## src/rtl/ladybird_inst_fetch_pkg.sv

```systemverilog
// Shared types and constants for the ladybird instruction-fetch slice.
// LADYBIRD_FETCH_ALIGN_CHECK_EN adds the HALT state used by the misaligned-redirect trap.
package ladybird_config;

  localparam int unsigned XLEN       = 32;
  localparam int unsigned INST_BYTES = 4;

  typedef struct packed {
    logic [XLEN-1:0] pc;
    logic [XLEN-1:0] inst;
  } fetch_entry_t;

`ifdef LADYBIRD_FETCH_ALIGN_CHECK_EN
  typedef enum logic {
    ST_RUN  = 1'b0,
    ST_HALT = 1'b1
  } fetch_state_e;
`else
  typedef enum logic {
    ST_RUN = 1'b0
  } fetch_state_e;
`endif

endpackage

```

## src/rtl/ladybird_fetch_queue.sv

```systemverilog
// Synchronous FIFO of fetched {pc, inst} entries with a registered head output.
// Push and pop on a full queue in the same cycle are accepted; flush wins over both.
module ladybird_fetch_queue
  import ladybird_config::*;
#(
  parameter  int unsigned DEPTH = 4,
  localparam int unsigned AW    = $clog2(DEPTH),
  localparam int unsigned CW    = AW + 1
) (
  input  logic         clk,
  input  logic         nrst,
  input  logic         push,
  input  fetch_entry_t push_data,
  input  logic         pop,
  input  logic         flush,
  output fetch_entry_t head,
  output logic         full,
  output logic         empty,
  output logic [CW-1:0] count
);

  logic [AW-1:0] rd_ptr_q, rd_ptr_d;
  logic [AW-1:0] wr_ptr_q, wr_ptr_d;
  logic [CW-1:0] count_q, count_d;
  fetch_entry_t  head_q, head_d;
  fetch_entry_t  mem_q [DEPTH];
  logic          push_en, pop_en;

  assign full    = (count_q == CW'(DEPTH));
  assign empty   = (count_q == '0);
  assign pop_en  = pop & ~empty;
  assign push_en = push & (~full | pop_en);
  assign head    = head_q;
  assign count   = count_q;

  // The head register is reloaded from the array, or straight from push_data
  // when the pushed entry becomes the new head (array write not yet visible).
  always_comb begin
    rd_ptr_d = rd_ptr_q;
    wr_ptr_d = wr_ptr_q;
    count_d  = count_q;
    head_d   = head_q;
    if (flush) begin
      rd_ptr_d = '0;
      wr_ptr_d = '0;
      count_d  = '0;
    end else begin
      if (pop_en)  rd_ptr_d = rd_ptr_q + 1'b1;
      if (push_en) wr_ptr_d = wr_ptr_q + 1'b1;
      count_d = count_q + CW'(push_en) - CW'(pop_en);
      if (push_en && (wr_ptr_q == rd_ptr_d)) begin
        head_d = push_data;
      end else if (pop_en) begin
        head_d = mem_q[rd_ptr_d];
      end
    end
  end

  always_ff @(posedge clk or negedge nrst) begin
    if (!nrst) begin
      rd_ptr_q <= '0;
      wr_ptr_q <= '0;
      count_q  <= '0;
      head_q   <= '0;
    end else begin
      rd_ptr_q <= rd_ptr_d;
      wr_ptr_q <= wr_ptr_d;
      count_q  <= count_d;
      head_q   <= head_d;
    end
  end

  always_ff @(posedge clk) begin
    if (push_en && !flush) mem_q[wr_ptr_q] <= push_data;
  end

endmodule

```

## src/rtl/ladybird_inst_fetch.sv

```systemverilog
// Instruction-fetch initiator: sequential word reads, in-order response buffering, redirect flush.
// Define LADYBIRD_FETCH_ALIGN_CHECK_EN to trap misaligned redirects (inst_misaligned, HALT).
module ladybird_inst_fetch
  import ladybird_config::*;
#(
  parameter logic [XLEN-1:0] RESET_PC    = 32'h0000_0000,
  parameter int unsigned     QUEUE_DEPTH = 4
) (
  input  logic                  clk,
  input  logic                  nrst,
  output logic                  bus_req,
  output logic [XLEN-1:0]       bus_addr,
  output logic [INST_BYTES-1:0] bus_wstrb,
  output logic [XLEN-1:0]       bus_wdata,
  input  logic                  bus_gnt,
  input  logic [XLEN-1:0]       bus_rdata,
  input  logic                  bus_rdgnt,
  input  logic                  redirect_valid,
  input  logic [XLEN-1:0]       redirect_pc,
  output logic                  inst_valid,
  input  logic                  inst_ready,
  output logic [XLEN-1:0]       inst,
  output logic [XLEN-1:0]       inst_pc
`ifdef LADYBIRD_FETCH_ALIGN_CHECK_EN
  ,output logic                 inst_misaligned
`endif
);

  localparam int unsigned CW = $clog2(QUEUE_DEPTH) + 1;

  fetch_state_e    state_q, state_d;
  logic [XLEN-1:0] fetch_pc_q, fetch_pc_d;
  logic [XLEN-1:0] resp_pc_q, resp_pc_d;
  logic [CW-1:0]   outst_q, outst_d;
  logic [CW-1:0]   drop_q, drop_d;
  logic [CW-1:0]   occ;
  logic [XLEN-1:0] target_pc;
  logic            accept, dropping, push, pop, q_full, q_empty;
  fetch_entry_t    head;

`ifdef LADYBIRD_FETCH_ALIGN_CHECK_EN
  logic            mis_q, mis_d;
  logic            target_mis;
  assign target_pc       = redirect_pc;
  assign target_mis      = |redirect_pc[1:0];
  assign inst_misaligned = mis_q;
`else
  assign target_pc = redirect_pc & ~XLEN'(INST_BYTES - 1);
`endif

  assign bus_wstrb = '0;
  assign bus_wdata = '0;
  assign bus_addr  = fetch_pc_q;
  assign bus_req   = nrst & (state_q == ST_RUN) & ~redirect_valid & ~q_full &
                     ((outst_q + occ) < CW'(QUEUE_DEPTH));
  assign accept    = bus_req & bus_gnt;
  assign dropping  = (drop_q != '0);
  assign push      = bus_rdgnt & ~dropping & ~redirect_valid;
  assign pop       = inst_valid & inst_ready & ~redirect_valid;

  assign inst_valid = ~q_empty;
  assign inst       = head.inst;
  assign inst_pc    = head.pc;

  ladybird_fetch_queue #(
    .DEPTH(QUEUE_DEPTH)
  ) u_queue (
    .clk      (clk),
    .nrst     (nrst),
    .push     (push),
    .push_data({resp_pc_q, bus_rdata}),
    .pop      (pop),
    .flush    (redirect_valid),
    .head     (head),
    .full     (q_full),
    .empty    (q_empty),
    .count    (occ)
  );

  always_comb begin
    state_d    = state_q;
    fetch_pc_d = fetch_pc_q;
    resp_pc_d  = resp_pc_q;
    drop_d     = drop_q;
    outst_d    = outst_q + CW'(accept) - CW'(bus_rdgnt);
`ifdef LADYBIRD_FETCH_ALIGN_CHECK_EN
    mis_d      = mis_q;
`endif
    if (accept) fetch_pc_d = fetch_pc_q + XLEN'(INST_BYTES);
    if (bus_rdgnt) begin
      if (dropping) drop_d    = drop_q - 1'b1;
      else          resp_pc_d = resp_pc_q + XLEN'(INST_BYTES);
    end
    if (redirect_valid) begin
      fetch_pc_d = target_pc;
      resp_pc_d  = target_pc;
      // Every read still in flight after this cycle is stale, including ones
      // already marked by an earlier redirect, so the count is reloaded.
      drop_d     = outst_q - CW'(bus_rdgnt);
`ifdef LADYBIRD_FETCH_ALIGN_CHECK_EN
      mis_d      = target_mis;
      state_d    = target_mis ? ST_HALT : ST_RUN;
`endif
    end
  end

  always_ff @(posedge clk or negedge nrst) begin
    if (!nrst) begin
      state_q    <= ST_RUN;
      fetch_pc_q <= RESET_PC;
      resp_pc_q  <= RESET_PC;
      outst_q    <= '0;
      drop_q     <= '0;
`ifdef LADYBIRD_FETCH_ALIGN_CHECK_EN
      mis_q      <= 1'b0;
`endif
    end else begin
      state_q    <= state_d;
      fetch_pc_q <= fetch_pc_d;
      resp_pc_q  <= resp_pc_d;
      outst_q    <= outst_d;
      drop_q     <= drop_d;
`ifdef LADYBIRD_FETCH_ALIGN_CHECK_EN
      mis_q      <= mis_d;
`endif
    end
  end

endmodule

```

## config.mk

```make
export PLATFORM = sky130hd
export DESIGN_NAME = ladybird_inst_fetch
export DESIGN_NICKNAME = d
export VERILOG_FILES = /design/src/rtl/ladybird_inst_fetch_pkg.sv /design/src/rtl/ladybird_fetch_queue.sv /design/src/rtl/ladybird_inst_fetch.sv
export SDC_FILE = /design/constraint.sdc
export NUM_CORES = 1
export LEC_CHECK = 0
export ABC_AREA = 0
export CORE_ASPECT_RATIO = 1.1
export CORE_MARGIN = 4
export CORE_UTILIZATION = 27
export CTS_CLUSTER_DIAMETER = 80
export DETAILED_ROUTE_END_ITERATION = 6
export PLACE_DENSITY_LB_ADDON = 0.3
export SLEW_MARGIN = 40
export SYNTH_ARGS = -nofsm -noshare
export SYNTH_HDL_FRONTEND = slang
export SYNTH_SLANG_ARGS = --single-unit
export TNS_END_PERCENT = 30
```

## constraint.sdc

```tcl
create_clock -name clk -period 4.65 [get_ports clk]
set_clock_uncertainty 0.1 [all_clocks]
set_input_delay 0.6975 -clock clk [delete_from_list [all_inputs] [get_ports clk]]
set_output_delay 0.6975 -clock clk [all_outputs]
set_load 0.1 [all_outputs]
```

==> results.yml <==
timing:
  hold_violations: 0
  worst_slew_pin_slew_ns: 0.761
  fin_crit_ns: 3.27
  holdWs_ns: 0.405
  slew_headroom_pct: 48.8
  fmax_mhz: 305
  timing.final.ws_setup_ns: 1.38
  setup_viol: 0
  rsz0062_at_grt: "false"
  tns_ns: 0
  slew_violations: 0
  min_period_over_period_pct: 70.4
run_status:
  outcome: "finished, final reports clean"
route:
  antenna_left: 0
  drc: 0
  viasPerCell: 5.20
  wl_per_cell_um: 21.5
  dr.first_iter.drc_count: 914
  dr.pass1.iters: 5
  routed_wl_um: 56400
  via_count: 13600
cts:
  clock_path_buffers: 3
  cts.clk_slew.worst_paths_ns: 0.06
  clkLatencyLatePin_ns: 0.55
  numCtsBuffers: 44
  cts_root_buf: "clkbuf_16"
  clock_sinks: 383
  ctsHoldBuffers: 1
  post_cts_buffers: 0
  cts_tree: "yes"
  htree_num_levels: 2
  ctsResizeCount: 0
worst_setup_path:
  critPathTopFamily: "buffers and inverters"
  slowest_stage: "buf_4"
  crit_path_end_kind: "flip-flop"
  cp.required_ns: 4.98
  cp_slowest_stage_delay_ns: 0.66
  reg2reg_depth: 8
  crit_buf_inv: 2
  critPathLaunchType: "flip-flop"
  path_cells: "nor3_4 -> buf_4 -> nor3_2 -> xnor3_1 -> nand3_4 -> buf_12 -> mux2i_1 -> o21ai_2"
  reg2reg_slack_ns: 1.38
  worst-path-max-fanout: 50
  r2r-start: "u_queue.count[2]"
  critical_path.startpoint: "u_queue.count[2]"
  critPathKind: "reg2reg"
  worstPathArrival_ns: 3.61
  crit_end: "u_queue.head[50]"
  path_depth: 8
  timing.rr.end: "u_queue.head[50]"
die:
  die_area_um2: 74100
  initial_core_util_pct: 27.3
  die_y_um: 285
  core-area_um2: 69100
  fp-row-count: 101
  die_width_um: 260
  io_pins: 204
global_routing:
  grt_pass1_wl_um: 86000
  grt_pass1_vias: 14200
  overflow: 0
  gr-usage-all-layers_pct: 14.8
  grt_max_degree: 84
  antenna_found_initial: 4
power_and_ir_drop:
  leakage_uw: 0.00813
  vdd_drop_max_mv: 0.258
  power.density_nw_per_um2: 579
finish:
  fin_util_pct: 32.3
  fillCellCount: 6955
  layout-drive-gt1-share_pct: 21.0
  multi_input_area_um2: 7230
  final_nets: 1745
  area_delta_synth_final_pct: 18.4
  seq_area_um2: 10800
  final_cells: 2624
logic_synthesis:
  yosys-top-cells-area: "edfxtp_1 (39%), dfrtp_1 (18%), o221ai_1 (5.7%)"
  yosysSeqAreaShare_pct: 57.4
  avgSynthCellArea_um2: 12.2
  async_flop_share_pct: 35.2
  netlist_area_um2: 18900
  synth.top_cells.by_count: "edfxtp_1 (248), o21ai_0 (161), dfrtp_1 (135)"
  synth_edf_count: 248
  ys_warn_count: 0
  synth_top_area_cell: "edfxtp_1"
  synth_seq_cells: 383
  synth.most_common_cell: "edfxtp_1"
  synth_top_area_share_pct: 39.5
  synth_flop_cell: "edfxtp_1"
  yosys.cell_types.count: 63
  syn_inst: 1540
placed_design:
  place_inst: 2539
  gp_congestion: 0.762
  place.port_buffers: 161
  dp_slack_ns: 0.849
  dpl.hpwl_um: 34500
min_path:
  min_from: "u_queue.head[62]"
  hp-class: "reg2reg"
run:
  max_cap_viol_count: 0
-- cells by family after synthesis --
family                     Yosys count  share of synthesized area, %
DFF                                383                          57.4
muxes                              135                          7.63
AOI/OAI and AO/OA                  520                          19.8
adders and majority gates           16                          1.14
buffers and inverters              197                          5.42
and+or+nand+nor                    237                          6.14
xor gates and xnor gates            51                          2.48
other                                1                        0.0199
-- stage by stage --
step / cell area (um2) / power [uW]
2_1_floorplan: 19000 / 8420
3_3_place_gp: 21300 / 9810
3_5_place_dp: 20900 / 9610
4_1_cts: 22300 / 13100
5_1_grt: 22300 / 13500
6_report: 22300 / 12900
-- worst reg2reg max path, stage by stage (launching register included) --
cell and delay (ns):
dfrtp_1 0.45, nor3_4 0.30, buf_4 0.66, nor3_2 0.15, xnor3_1 0.36, nand3_4 0.33, buf_12 0.32, mux2i_1 0.40
o21ai_2 0.08
-- registers in the layout, indices dropped and copies added, names as in the netlist --
register          flops
u_queue.rd_ptr_q      2
outst_q               3
u_queue.count         3
drop_q                3
u_queue.wr_ptr_q      2
u_queue.mem_q       248
resp_pc_q            30
bus_addr             30
u_queue.head         62
-- placed cells by master, fill, tap and decap left out, drive strengths merged, types with 3 or more instances in the layout --
| cell type | n |
|---|---|
| a21boi | 4 |
| a21oi | 15 |
| a22oi | 61 |
| a31oi | 5 |
| and2 | 9 |
| and3 | 9 |
| and4 | 3 |
| buf | 137 |
| bufinv | 3 |
| clkbuf | 61 |
| clkdlybuf4s50 | 65 |
| clkinv | 12 |
| clkinvlp | 4 |
| conb | 40 |
| dfrtp | 135 |
| diode | 4 |
| edfxtp | 248 |
| ha | 14 |
| inv | 28 |
| mux2 | 70 |
| mux2i | 65 |
| nand2 | 43 |
| nand2b | 5 |
| nand3 | 29 |
| nand4 | 17 |
| nor2 | 96 |
| nor3 | 12 |
| nor4 | 3 |
| o211ai | 7 |
| o21ai | 223 |
| o221ai | 123 |
| o311ai | 12 |
| o31ai | 62 |
| xnor2 | 31 |
| xor2 | 19 |
-- final cells by class --
| type | instances | area share [%] |
|---|---|---|
| Inverter | 28 | 0.493 |
| Clock inverter | 19 | 0.785 |
| Clock buffer | 61 | 5.59 |
| Tap cell | 927 | 5.20 |
| Multi-Input combinational cell | 999 | 32.4 |
| Sequential cell | 383 | 48.5 |
| Antenna cell | 4 | 0.0448 |
| Timing Repair Buffer | 203 | 7.00 |
-- how the worst min path moves through the flow --
stage | cells past startpoint | slack (ns) | endpoint
final | 1 | 0.41 | u_queue.head[62]
after floorplan | 0 | 0.30 | bus_addr[10]
after global routing | 2 | 0.44 | u_queue.head[55]
after global placement | 1 | 0.40 | u_queue.head[62]
after CTS | 1 | 0.41 | u_queue.head[62]
after detailed placement | 1 | 0.39 | u_queue.head[62]
-- metal layers --
metal	share of wire (%)	GRT usage, %	vias to the layer above
met5	0	0	-
met4	2.7	5.29	0
met3	5.9	2.62	90
met2	48	24.3	471
met1	44	19.5	6908
li1	-	-	6177
-- power breakdown --
group          internal (uW)  switching, uW  total [uW]
clock network           2040           1400        3440
registers               4060            343        4410
logic                   1110           3980        5090
(Power assumes the default switching activity.)
==> RTL change, RTL diff (same flow settings) <==
The option `LADYBIRD_FETCH_ALIGN_CHECK_EN` is turned on by a define.
--- a/src/rtl/ladybird_inst_fetch_pkg.sv
+++ b/src/rtl/ladybird_inst_fetch_pkg.sv
@@ -1,4 +1,6 @@
 // Shared types and constants for the ladybird instruction-fetch slice.
 // LADYBIRD_FETCH_ALIGN_CHECK_EN adds the HALT state used by the misaligned-redirect trap.
+`define LADYBIRD_FETCH_ALIGN_CHECK_EN
+
 package ladybird_config;
 
Function (old outputs only; new: inst_misaligned): changed (Yosys sat finds a counterexample within 4 cycles, from zero or initial values and one cycle with nrst low).
==> RTL change against the original RTL <==
Design area down 8.5%. Sequential cell count grew 15. Sequential share of layout area increased by 6.5 points. Wire length is 24% lower. Power increased by 2.3%. Synthesized area decreased by 12%. Count of clock-buffer cells in the layout decreased by 2. Maximum frequency decreased by 4.1%. Worst setup slack got worse by 0.14 ns. First-iteration DRC count down 48%.
==> RTL change: results (changes against the original RTL) <==
metric	value	unit	change
fmax	293	MHz	-4.1%
io_buffer_count	168		+4.3%
buffers	193		-4.9%
ir_drop	409	µV	+58%
hold-worst-slack	0.383	ns	-0.0225 ns
numCtsBuffers	46		+4.5%
drt-pass1-iter-count	4		-1
status	finished clean		
clkPwrFrac	28.5	%	+1.9 points
layout-drive-gt1-share	22.4	%	+1.4 points
yosysSeqAreaShare	67.6	%	+10 points
clock-sinks	398		+3.9%
slowest_delay	0.54	ns	-0.12 ns
whs_endpoint	u_queue.head[4]		
num_vias	9724		-29%
synth_area_leaders	edfxtp_1, dfrtp_1, mux4_2		
drt-met1-wl	18700	µm	-24%
regToRegStartpoint	u_queue.count[0]		
pre_cts_slack	0.995	ns	+0.146 ns
r2r_cells	7		-1
cp.arrival	2.62	ns	-0.99 ns
cpMaxStageDelayCell	dlygate4sd3_1		
placementRows	95		-5.9%
r2r_setup_slack	1.64	ns	+0.26 ns
synth_edf_count	256		+3.2%
synthArstFlopShare	35.7	%	+0.43 points
largest_reg_flops	256		+3.2%
critPathMaxFanout	40		-20%
reg2reg_to	u_queue.head[3]		
yosysUniqueCellTypes	58		-7.9%
p_leak	7.23	nW	-11%
drt_iter0_drc	473		-48%
gp_congestion	0.756		-0.88%
clk_share	7.92	%	+1.5 points
grt_pass1_vias	10370		-27%
inverters	22		-21%
hp-start	u_queue.head[4]		
crit_start	nrst		
multiInputGateArea	4970	µm²	-31%
buf_share	7.24	%	+0.24 points
num-multi-input-gates	576		-42%
nets	1323		-24%
## RTL change: changes by cell type after synthesis, sizes merged, moves of 8 or more
cell and delta:
o221ai -123, nor2 -70, o22a +63, mux4 +64
o31ai -60, o21a +64, mux2i -61, edfxtp +8
a22oi -61, clkbuf -66, o21ai -183, buf -14
mux2 -62
## RTL change: metal layers
metal  track usage (%)  up-vias
met1              17.3     5014
met3              2.64       51
met4              3.47        0
met5                 0        -
li1                  -     4387
met2              21.8      272
## RTL change: kinds of logic after synthesis
logic type      share of synthesized area [%]
buf+inv                                  3.46
flops                                    67.6
other cells                            0.0226
simple gates                             5.31
compound gates                           10.1
xor+xnor                                 2.72
fa+ha+maj                                1.29
mux                                      9.45
## RTL change: timing repair
item | CTS | global route
endpoints found under the setup margin | 0 | 0
hold buffers | 1 | 0
endpoints found under the hold margin | 37 | 0
setup buffers | 0 | 0
